### config.mk
export PLATFORM = sky130hd
export DESIGN_NAME = ltsm_sb_msg_handler
export DESIGN_NICKNAME = d
export VERILOG_FILES = /design/src/rtl/ltsm_sb_msg_handler.sv
export SDC_FILE = /design/constraint.sdc
export NUM_CORES = 1
export LEC_CHECK = 0
export ABC_AREA = 1
export BUFFER_PORTS_ARGS = -buffer_cell sky130_fd_sc_hd__buf_2
export CORE_MARGIN = 2
export CORE_UTILIZATION = 39
export CTS_BUF_LIST = sky130_fd_sc_hd__clkbuf_4
export DETAILED_ROUTE_END_ITERATION = 8
export GPL_TIMING_DRIVEN = 1
export PLACE_DENSITY = 0.55
export SETUP_SLACK_MARGIN = 0.02
export SKIP_LAST_GASP = 1
export SLEW_MARGIN = 20
export SYNTH_ARGS = -nofsm -noshare
export SYNTH_HDL_FRONTEND = slang
export SYNTH_SLANG_ARGS = --single-unit
### constraint.sdc
create_clock -name i_clk -period 1.8 [get_ports i_clk]
set_clock_uncertainty 0.2 [all_clocks]
set_input_delay 0.18 -clock i_clk [delete_from_list [all_inputs] [get_ports i_clk]]
set_output_delay 0.18 -clock i_clk [all_outputs]
set_load 0.05 [all_outputs]
### src/rtl/ltsm_sb_msg_handler.sv
// Sideband message handler: serialises LTSM messages as {msg, info, even parity}
// frames MSB first, and deserialises/checks frames arriving from the link partner.
module ltsm_sb_msg_handler #(
    parameter int SB_MSG_WIDTH = 4,
    parameter int INFO_WIDTH   = 3
) (
    input  logic                    i_clk,
    input  logic                    i_rst_n,
    input  logic                    i_tx_msg_valid,
    input  logic [SB_MSG_WIDTH-1:0] i_encoded_SB_msg,
    input  logic [INFO_WIDTH-1:0]   i_tx_msg_info,
    output logic                    o_SB_Busy,
    output logic                    o_tx_drop,
    output logic                    o_sb_data,
    output logic                    o_sb_frame,
    input  logic                    i_sb_data,
    input  logic                    i_sb_frame,
    output logic [SB_MSG_WIDTH-1:0] o_decoded_SB_msg,
    output logic [INFO_WIDTH-1:0]   o_rx_msg_info,
    output logic                    o_rx_msg_valid,
    output logic                    o_rx_err
);
    localparam int FW = SB_MSG_WIDTH + INFO_WIDTH + 1;
    localparam int CW = $clog2(FW);
    localparam logic [CW-1:0] LAST_BIT = CW'(FW - 1);

    typedef enum logic [1:0] {TX_IDLE, TX_SHIFT, TX_GAP} tx_state_e;
    typedef enum logic       {RX_IDLE, RX_RECV}          rx_state_e;

    tx_state_e               tx_state_q, tx_state_d;
    logic [FW-1:0]           tx_shift_q, tx_shift_d;
    logic [CW-1:0]           tx_cnt_q,   tx_cnt_d;
    logic                    busy_q,     busy_d;
    logic                    drop_q,     drop_d;

    rx_state_e               rx_state_q, rx_state_d;
    logic [FW-1:0]           rx_shift_q, rx_shift_d;
    logic [CW-1:0]           rx_cnt_q,   rx_cnt_d;
    logic [SB_MSG_WIDTH-1:0] msg_q,      msg_d;
    logic [INFO_WIDTH-1:0]   info_q,     info_d;
    logic                    valid_q,    valid_d;
    logic                    err_q,      err_d;

    logic                    tx_req;
    logic [FW-1:0]           rx_word;

    assign tx_req  = i_tx_msg_valid && (i_encoded_SB_msg != '0);
    assign rx_word = {rx_shift_q[FW-2:0], i_sb_data};

    // NOTE: every signal gets a default before the case so no path can infer a latch.
    always_comb begin
        tx_state_d = tx_state_q;
        tx_shift_d = tx_shift_q;
        tx_cnt_d   = tx_cnt_q;
        busy_d     = busy_q;
        drop_d     = 1'b0;
        unique case (tx_state_q)
            TX_IDLE: begin
                if (tx_req) begin
                    tx_state_d = TX_SHIFT;
                    tx_shift_d = {i_encoded_SB_msg, i_tx_msg_info, ^{i_encoded_SB_msg, i_tx_msg_info}};
                    tx_cnt_d   = '0;
                    busy_d     = 1'b1;
                end
            end
            TX_SHIFT: begin
                drop_d     = tx_req;
                tx_shift_d = {tx_shift_q[FW-2:0], 1'b0};
                if (tx_cnt_q == LAST_BIT) begin
                    tx_state_d = TX_GAP;
                    tx_cnt_d   = '0;
                end else begin
                    tx_cnt_d   = tx_cnt_q + CW'(1);
                end
            end
            TX_GAP: begin
                drop_d     = tx_req;
                tx_state_d = TX_IDLE;
                busy_d     = 1'b0;
            end
            default: tx_state_d = TX_IDLE;
        endcase
    end

    // A completed frame is judged in the same edge that samples its last bit.
    always_comb begin
        rx_state_d = rx_state_q;
        rx_shift_d = rx_shift_q;
        rx_cnt_d   = rx_cnt_q;
        msg_d      = msg_q;
        info_d     = info_q;
        valid_d    = 1'b0;
        err_d      = 1'b0;
        unique case (rx_state_q)
            RX_IDLE: begin
                if (i_sb_frame) begin
                    rx_state_d = RX_RECV;
                    rx_shift_d = rx_word;
                    rx_cnt_d   = CW'(1);
                end
            end
            RX_RECV: begin
                if (!i_sb_frame) begin
                    rx_state_d = RX_IDLE;
                    rx_shift_d = '0;
                    rx_cnt_d   = '0;
                    err_d      = 1'b1;
                end else if (rx_cnt_q == LAST_BIT) begin
                    rx_state_d = RX_IDLE;
                    rx_shift_d = '0;
                    rx_cnt_d   = '0;
                    if (^rx_word) begin
                        err_d = 1'b1;
                    end else if (rx_word[FW-1 -: SB_MSG_WIDTH] != '0) begin
                        msg_d   = rx_word[FW-1 -: SB_MSG_WIDTH];
                        info_d  = rx_word[INFO_WIDTH:1];
                        valid_d = 1'b1;
                    end
                end else begin
                    rx_shift_d = rx_word;
                    rx_cnt_d   = rx_cnt_q + CW'(1);
                end
            end
            default: rx_state_d = RX_IDLE;
        endcase
    end

    // NOTE: state uses non-blocking assignments so every flop samples pre-edge values.
    always_ff @(posedge i_clk) begin
        // NOTE: the reset also clears the shift registers and held message, so nothing powers up stale.
        if (!i_rst_n) begin
            tx_state_q <= TX_IDLE;
            tx_shift_q <= '0;
            tx_cnt_q   <= '0;
            busy_q     <= 1'b0;
            drop_q     <= 1'b0;
            rx_state_q <= RX_IDLE;
            rx_shift_q <= '0;
            rx_cnt_q   <= '0;
            msg_q      <= '0;
            info_q     <= '0;
            valid_q    <= 1'b0;
            err_q      <= 1'b0;
        end else begin
            tx_state_q <= tx_state_d;
            tx_shift_q <= tx_shift_d;
            tx_cnt_q   <= tx_cnt_d;
            busy_q     <= busy_d;
            drop_q     <= drop_d;
            rx_state_q <= rx_state_d;
            rx_shift_q <= rx_shift_d;
            rx_cnt_q   <= rx_cnt_d;
            msg_q      <= msg_d;
            info_q     <= info_d;
            valid_q    <= valid_d;
            err_q      <= err_d;
        end
    end

    assign o_sb_frame       = (tx_state_q == TX_SHIFT);
    assign o_sb_data        = o_sb_frame && tx_shift_q[FW-1];
    assign o_SB_Busy        = busy_q;
    assign o_tx_drop        = drop_q;
    assign o_decoded_SB_msg = msg_q;
    assign o_rx_msg_info    = info_q;
    assign o_rx_msg_valid   = valid_q;
    assign o_rx_err         = err_q;

endmodule

==> results of run 1 <==
==> cell usage in the layout (no fill, tap or decap) <==
cell type,instances
sky130_fd_sc_hd__o21ai_0,12
sky130_fd_sc_hd__nand3_4,2
sky130_fd_sc_hd__o21ai_1,1
sky130_fd_sc_hd__inv_1,26
sky130_fd_sc_hd__clkinvlp_4,1
sky130_fd_sc_hd__buf_4,13
sky130_fd_sc_hd__ha_2,1
sky130_fd_sc_hd__o21ai_4,1
sky130_fd_sc_hd__nand2_1,78
sky130_fd_sc_hd__nand2_2,5
sky130_fd_sc_hd__clkbuf_4,7
sky130_fd_sc_hd__dlygate4sd3_1,5
sky130_fd_sc_hd__o21bai_1,1
sky130_fd_sc_hd__nand2_4,1
sky130_fd_sc_hd__a21oi_4,1
sky130_fd_sc_hd__clkinv_2,1
sky130_fd_sc_hd__xor2_1,3
sky130_fd_sc_hd__nor2_1,29
sky130_fd_sc_hd__inv_2,10
sky130_fd_sc_hd__dfxtp_2,6
sky130_fd_sc_hd__ha_1,6
sky130_fd_sc_hd__nand3_1,17
sky130_fd_sc_hd__ha_4,4
sky130_fd_sc_hd__buf_2,23
sky130_fd_sc_hd__a21oi_1,18
sky130_fd_sc_hd__nand3_2,2
sky130_fd_sc_hd__dfxtp_1,29
sky130_fd_sc_hd__xnor2_1,3
sky130_fd_sc_hd__nor2_2,1
sky130_fd_sc_hd__a211oi_1,1
sky130_fd_sc_hd__or2_1,1
==> per-layer routing <==
metal | vias up | GRT usage [%]
met5 | - | 0
met1 | 749 | 19.93
met4 | 0 | 6.173
met2 | 29 | 23.64
met3 | 7 | 4.144
li1 | 910 | -
==> power groups by stage <==
stage,registers [W],logic (W),clock network (W)
global route,0.000979,0.000963,0.000507
finish,0.000965,0.000851,0.000442
global placement,0.000979,0.000800,0
floorplan,0.00101,0.000607,0
CTS,0.000961,0.000852,0.000471
detailed placement,0.000980,0.000804,0
==> worst min-delay path, delay by kind of cell <==
family	cells	cell delay (ns)
buf+inv	1	0.12
simple gates	4	0.23
==> stage by stage <==
| step | cells | utilization (%) | hold slack, ns |
|---|---|---|---|
| 3_3_place_gp | 344 | 44.30 | 0.2556 |
| 6_report | 363 | 49.27 | 0.01243 |
| 2_1_floorplan | 267 | - | 0.1236 |
| 4_1_cts | 359 | 47.05 | 0.006112 |
| 3_5_place_dp | 344 | 44.30 | 0.2586 |
| 5_1_grt | 363 | 49.27 | 0.04267 |
==> synth_stat cells, types with 3 or more instances <==
| cell | count | area (sq um) |
|---|---|---|
| sky130_fd_sc_hd__nor2_1 | 29 | 108.9 |
| sky130_fd_sc_hd__nand2_1 | 82 | 307.8 |
| sky130_fd_sc_hd__ha_1 | 11 | 137.6 |
| sky130_fd_sc_hd__o21ai_0 | 12 | 60.06 |
| sky130_fd_sc_hd__xor2_1 | 3 | 26.28 |
| sky130_fd_sc_hd__dfxtp_1 | 35 | 700.7 |
| sky130_fd_sc_hd__xnor2_1 | 3 | 26.28 |
| sky130_fd_sc_hd__a21oi_1 | 18 | 90.09 |
| sky130_fd_sc_hd__inv_2 | 3 | 11.26 |
| sky130_fd_sc_hd__inv_1 | 34 | 127.6 |
| sky130_fd_sc_hd__nand3_1 | 18 | 90.09 |
| sky130_fd_sc_hd__clkbuf_1 | 3 | 11.26 |
==> sequential cells by signal, summed over array words and instances, names as in the netlist <==
| register | cells |
|---|---|
| rx_state_q | 1 |
| o_SB_Busy | 1 |
| tx_cnt_q | 3 |
| o_decoded_SB_msg | 4 |
| tx_shift_q | 8 |
| o_rx_msg_valid | 1 |
| o_tx_drop | 1 |
| o_rx_msg_info | 3 |
| tx_state_q | 2 |
| rx_shift_q | 7 |
| o_rx_err | 1 |
| rx_cnt_q | 3 |
==> worst max path at each step <==
| stage | end | slack (ns) | cells after the start |
|---|---|---|---|
| floorplan | o_sb_data | 0.12 | 5 |
| global placement | o_decoded_SB_msg[1] | 0.06 | 12 |
| detailed placement | o_rx_msg_info[0] | 0.04 | 12 |
| CTS | o_rx_msg_info[0] | 0.03 | 12 |
| global route | o_decoded_SB_msg[1] | -0.02 | 12 |
| finish | o_rx_msg_info[1] | 0.12 | 12 |
==> final cells by class <==
type / instances / area, sq um / area share (%)
well taps: 54 / 67.56 / 2.962
multi-input cells: 188 / 1042 / 45.69
inverters: 37 / 142.6 / 6.253
clock inverters: 1 / 5.005 / 0.2194
flip-flops and latches: 35 / 708.2 / 31.05
clock buffers: 7 / 52.55 / 2.304
repair buffers: 41 / 262.8 / 11.52
==> timing repair <==
action                                 4_1_cts  5_1_grt
endpoints found under the hold margin        9        0
setup buffers                                2        4
resized for setup                            3       23
hold buffers                                 5        0
pin swaps                                    2       14
setup endpoints to repair                    7       14
==> logic make-up (layout without fill, tap and decap cells) <==
logic type,count (synthesis),in the layout,synth area share [%]
AOI/OAI and AO/OA,35,35,11.00
xor gates and xnor gates,6,6,2.852
adders and majority gates,11,11,7.468
buffers and inverters,44,86,9.775
DFF,35,35,38.02
and+or+nand+nor,136,136,30.89
==> results.txt, run 1 <==
The mean number of vias per cell is 4.669. The number of clock buffers inserted by TritonCTS is 5. The I/O pin count came out at 25. The global routing usage summed across all routing layers is 15.20%. The floorplan step defined a die boundary enclosing approximately 0.0053 sq mm. The clock input transition at the sequential cells of the worst setup and hold paths is 0.11 ns. The remaining design rule violation count is 0. The clock tree buffer depth came out at 2. The wire length on met1 is about 1900 microns. The number of synthesized register bits came out at 35. The share of the cycle needed by the critical path after routing is 93.32%. Of all nets on the critical path, the largest fanout is 8. Among all flip-flop cells after synthesis, the most frequent one is sky130_fd_sc_hd__dfxtp_1. The area added between synthesis and finish came out at 23.76%. CTS saw 35 sinks.

The width of the die came out at a little over 70 microns. The total non-filler cell area in the finished layout is 0.002281 sq mm. The critical path is of the register to register type.

Of the cells placed in the final design, the portion with a size suffix greater than 1 is about 26%. The final worst-path setup slack is around 0.12 ns. The number of endpoints failing setup at the final stage is 0. The wire length of the first global-routing pass came out at 6285 microns. The final count of hold timing violations is 0. The minimum setup slack among reg-to-reg paths is 0.12 ns. Averaged over all synthesized cells, the footprint is roughly 6.9 sq um. The count of antenna diodes in the layout came out at 0.

The clock insertion delay at the later pin of the skew report came out at 0.34 ns. Together, buffers and inverters on the worst path number 3. The startpoint class of the critical path is a register. The total power after layout came out at 0.002258 W. The clock network burns 19.6% of the power. The post-detailed-route count of antenna-violating nets came out at 0. Sequential elements use 38.02% of the synthesized area. For this run, the number of Yosys warnings is 0. The worst vdd rail ir drop came out at just under 0.5 mV. Setup repair after global routing could not meet its margin everywhere. In this run the top signal layer used is met4. The number of port buffers came out at 24. The final estimated routing congestion in global placement came out at around 0.72. The number of distinct library cells after synthesis is 25.

The number of synthesized flops with an enable pin came out at 0. The switching component of the power came out at 0.0008766 W. The final count of pins violating max slew is 0. The wire length on met3 came out at 134 microns. The share of async-settable or async-resettable flops after synthesis is 0%. Summed over all cells, the static leakage comes to 1.065 nW.

The height of the chip is 72.75 microns. The initial core utilization came out at 39.81%. The arrival time at the worst endpoint is 1.76 ns. In this design, the stage delay of the slowest critical-path cell is between 0.3 and 0.4 ns.

The maximum number of pins on one net before global-route repair came out at 21. The sort of element at the end of the critical path is a register. Grouping stages by cell kind, the critical path spends the most delay in simple AND/OR/NAND/NOR gates.

The net switching fraction of the power came out at about two fifths. The number of instances in the synthesized netlist came out at approximately 270. The number of cells on the worst hold path is 5. The power density normalized to cell area is 990.0 mW/mm^2. The slew at the pin closest to its max-slew limit came out at 0.5300 ns. Dividing the detail-routed wire length by the instance count gives 10.68 microns. The root buffer selected by CTS is sky130_fd_sc_hd__clkbuf_4.

The final setup TNS came out at 0 ns. For the finished layout, the period the worst path requires is 1.680 ns. The startpoint of the worst hold path is i_tx_msg_info[2]. The number of max-cap violations is 0. The internal portion of the total power is between 0.001 and 0.0015 W. The total standard cell area after synthesis is 0.001843 sq mm. The via count of the first global-routing pass is 1432. The flow ran to the end, and the final reports show no timing, DRC or antenna violations. The remaining max-slew budget at the tightest pin is 64.63%.

The post-place setup slack is 0.03792 ns. The count of fill cells added during filler insertion came out at 471. The number of nets in the synthesized netlist came out at 290. Combinational logic burns around 38% of the power. At the end of the flow, the number of nets in the layout was 331.

The startpoint identified for the worst register-to-register timing path is rx_shift_q[4]. The final layout contains routed wiring with a total length of roughly 3900 microns. The floorplan core area is 0.004629 sq mm. The clock tree from TritonCTS is yes.

The total congestion overflow after global routing came out at 0. Timing would allow up to 595.3 MHz. In this run, the number of DRC markers left after iteration 0 of detailed routing was 75. The path class of the lowest-slack min-delay path is input port to register. Of the total power, registers draw 42.7%.

The placed wire-length estimate after detailed placement is 2620 microns. The via count came out at 1695. Traced cell by cell, the critical path runs through inv_2 -> ha_4 -> inv_2 -> nand2_1 -> nand2_1 -> nand2_2 -> nand2_2 -> nand2_2 -> nand3_4 -> nand2_1 -> inv_1 -> nor2_1.

The hold path endpoint is tx_shift_q[3]. The total iterations of the first detailed-routing run is 4. The endpoint of the worst register-to-register path is o_rx_msg_info[1]. Measured in cells, the most critical reg-to-reg path has a length of 12. In this run the number of H-tree levels came out at 2. The startpoint of the worst setup timing path is rx_shift_q[4]. The number of standard-cell rows in the floorplan is 25. The initial antenna violation count came out at 0. For the worst setup path, the data required time is 1.88 ns. The cell type of the slowest stage on the worst timing path is sky130_fd_sc_hd__dfxtp_2. The post-place instance area is 0.002051 sq mm. The total length of routed met2 wires is approximately 1800 microns.
(Power assumes the default switching activity.)
==> run 2: changes to the inputs <==
==> constraint.sdc (replaced) <==
create_clock -name i_clk -period 2.1 [get_ports i_clk]
set_clock_uncertainty 0.2 [all_clocks]
set_input_delay 0.21 -clock i_clk [delete_from_list [all_inputs] [get_ports i_clk]]
set_output_delay 0.21 -clock i_clk [all_outputs]
set_load 0.05 [all_outputs]
==> run 2 against run 1 <==
Net effect: count of clock-buffer cells in the layout decreased by 2; total power down 20%; critical path depth down 6; register-to-register slack better by 0.17 ns; first-iteration DRC count shrank 36%; global-route usage about the same; worst hold slack better by 0.028 ns; flip-flop and latch count is the same; cell area down 8.3%; critical endpoint is now o_sb_data.
==> results.txt, run 2 (synthesis results as in run 1) <==
The flow ran to the end, and the final reports show no timing, DRC or antenna violations. The area added between synthesis and finish came out at 13.44%. The detailed-route wire length came out at 3456 microns (-11%). The number of clock buffers inserted by TritonCTS came out at 5 (unchanged).

The number of instances in the placed design is 341 (-0.87%). The post-detailed-route count of antenna-violating nets came out at 0 (unchanged). The worst vdd rail ir drop came out at 0.4852 mV (-1.4%). The logic gate share of total power came to 36.0% (-1.7 points). The minimum setup slack among reg-to-reg paths is 0.29 ns (+0.17 ns). The largest register by flop count is tx_shift_q. The endpoint of the worst register-to-register path is o_decoded_SB_msg[0].

The number of max-cap violations was 0 (unchanged). The hold path endpoint is tx_shift_q[3]. The total power after layout was 0.001809 W (-20%). The switching component of the power came out at 0.0007181 W (-18%). The violation count after the first detailed-route iteration was 48 (-36%). The count of cells along the worst register-to-register path is 12 (unchanged). The mean number of vias per cell came out at 4.536 (-2.9%). The final estimated routing congestion in global placement came out at 0.7519 (+4.9%).

The clock tree buffer depth came out at 2 (unchanged). The width of the die was 72.75 microns (unchanged). The cell-internal power is 0.001091 W (-21%).

STA classifies the critical path startpoint as a register. The clock insertion delay at the later pin of the skew report came out at 0.33 ns (about the same). The total iterations of the first detailed-routing run came out at 4 (unchanged). The maximum net fanout on the critical path came to 16 (+8). The wire length per cell is 9.846 microns (-7.8%).

The number of standard-cell rows in the floorplan came out at 25 (unchanged). The total non-filler cell area in the finished layout came out at 0.002091 sq mm (-8.3%). STA classifies the critical path endpoint as an output port. The library cells used most frequently in the layout, excluding fill and tap cells, are 82 x sky130_fd_sc_hd__nand2_1, 35 x sky130_fd_sc_hd__dfxtp_1, 34 x sky130_fd_sc_hd__inv_1. The slew at the pin closest to its max-slew limit came out at 0.4696 ns (-0.06030 ns). The net switching fraction of the power came out at 39.69% (+0.88 points). The floorplan core area is 0.004629 sq mm (unchanged).

The H-tree depth came out at 2 (unchanged). The final count of hold timing violations came out at 0 (unchanged). The clock tree from TritonCTS is yes. The post-layout instance count excluding filler cells is 351 (-3.3%). The final count of pins violating max slew was 0 (unchanged).

The library cell used most frequently in the layout, excluding fill and tap cells, is sky130_fd_sc_hd__nand2_1. The share of the cycle needed by the critical path after routing came out at 92.86%. The final setup TNS is 0 ns (unchanged). The total congestion overflow after global routing is 0 (unchanged). The critical path is of the register to output port type. The area of the die is 0.005292 sq mm (unchanged). The via count of the first global-routing pass is 1500 (+4.7%). The initial core utilization came out at 39.81% (unchanged).

The I/O pin count is 25 (unchanged). The peak clock frequency supported by timing came out at ~500 MHz. The register share of total power was 45.3% (+2.6 points). The placed wire-length estimate after detailed placement came out at 2567 microns (-2.0%). The path class of the tightest hold or removal check is input port to register. The remaining max-slew budget at the tightest pin is 68.66% (+4.0 points). The arrival time at the worst endpoint was 1.54 ns (-0.22 ns).

The post-cts gate resize count is 0 (-3). The standby leakage power came out at 1.003 nW (-5.9%). The count of antenna diodes in the layout came to 0 (unchanged). The root buffer cell chosen for the clock tree is sky130_fd_sc_hd__clkbuf_4.

The post-place instance area came out at 0.002014 sq mm (-1.8%). The height of the chip is 72.75 microns (unchanged). The number of port buffers came out at 24 (unchanged). The number of endpoints failing setup at the final stage is 0 (unchanged). The wire length of the first global-routing pass is 6417 microns (+2.1%). The startpoint of the worst setup timing path is tx_state_q[1]. The fraction of layout instances using a drive strength above 1 came out at 15.15% (-10 points). The share of total power in the clock network is 18.7% (-0.9 points). The power density normalized to cell area came to 865.3 mW/mm^2 (-13%). The number of cells on the worst hold path is 5 (unchanged). The remaining design rule violation count came out at 0 (unchanged). The global routing usage summed across all routing layers is 15.16% (-0.046 points). Setup repair after global routing left no endpoint under its margin. The startpoint of the worst hold path is i_tx_msg_info[2]. The flip-flop count of the largest register after layout was 8 (unchanged). The initial antenna violation count is 0 (unchanged).

The clock net sink count is 35 (unchanged). The startpoint identified for the worst register-to-register timing path is rx_shift_q[3]. The count of nets after finishing is 320 (-3.3%). The via count is 1592 (-6.1%). The maximum number of pins on one net before global-route repair came out at 21 (unchanged).

The final critical-path required period is about 2.0 ns. The critical path required time is 1.69 ns (-0.19 ns). The clock input transition at the sequential cells of the worst setup and hold paths is 0.11 ns (about the same).
[run 2: timing repair]
action	in CTS	in global routing
hold buffers	3	0
endpoints found under the setup margin	0	0
setup buffers	0	0
endpoints found under the hold margin	5	0
[run 2: per-stage QoR]
step	hold slack [ns]	setup slack [ns]	util (%)
finish	0.04044	0.1499	45.16
global route	0.08902	0.04631	45.16
CTS	0.03602	0.1171	45.16
detailed placement	0.2629	0.3119	43.51
global placement	0.2554	0.3209	43.51
floorplan	0.1536	0.2058	-
[run 2: worst max path at each step]
stage / endpoint / slack [ns] / depth (start not counted)
detailed placement: o_decoded_SB_msg[0] / 0.31 / 12
floorplan: o_sb_data / 0.21 / 5
finish: o_sb_data / 0.15 / 6
global route: o_sb_data / 0.05 / 6
global placement: o_rx_msg_info[1] / 0.32 / 12
CTS: o_sb_data / 0.12 / 6
[run 2: power groups by stage]
| stage | Sequential, W | Combinational [W] | Clock, W |
|---|---|---|---|
| after floorplan | 0.000861 | 0.000502 | 0 |
| after CTS | 0.000821 | 0.000659 | 0.000360 |
| after global placement | 0.000834 | 0.000655 | 0 |
| final | 0.000820 | 0.000652 | 0.000337 |
| after global routing | 0.000833 | 0.000763 | 0.000383 |
| after detailed placement | 0.000835 | 0.000651 | 0 |
[run 2: routing by layer]
metal / global-route usage, % / wire [microns]
met1: 20.63 / 1845
met3: 4.696 / 110
met5: 0 / 0
met2: 22.83 / 1448
met4: 4.938 / 53
[run 2: layout make-up]
class | instances | area [sq um]
well taps | 54 | 67.56
fillers | 495 | 2539
repair buffers | 30 | 172.7
clock inverters | 2 | 8.758
clock buffers | 5 | 37.54
inverters | 37 | 138.9
flip-flops and latches | 35 | 700.7
multi-input cells | 188 | 964.7
[run 2: critical path, stage by stage (launching register included)]
cell                      delay [ns]
sky130_fd_sc_hd__dfxtp_1        0.33
sky130_fd_sc_hd__inv_1          0.11
sky130_fd_sc_hd__ha_2           0.20
sky130_fd_sc_hd__buf_4          0.19
sky130_fd_sc_hd__nand2_1        0.07
sky130_fd_sc_hd__inv_1          0.04
sky130_fd_sc_hd__buf_2          0.24
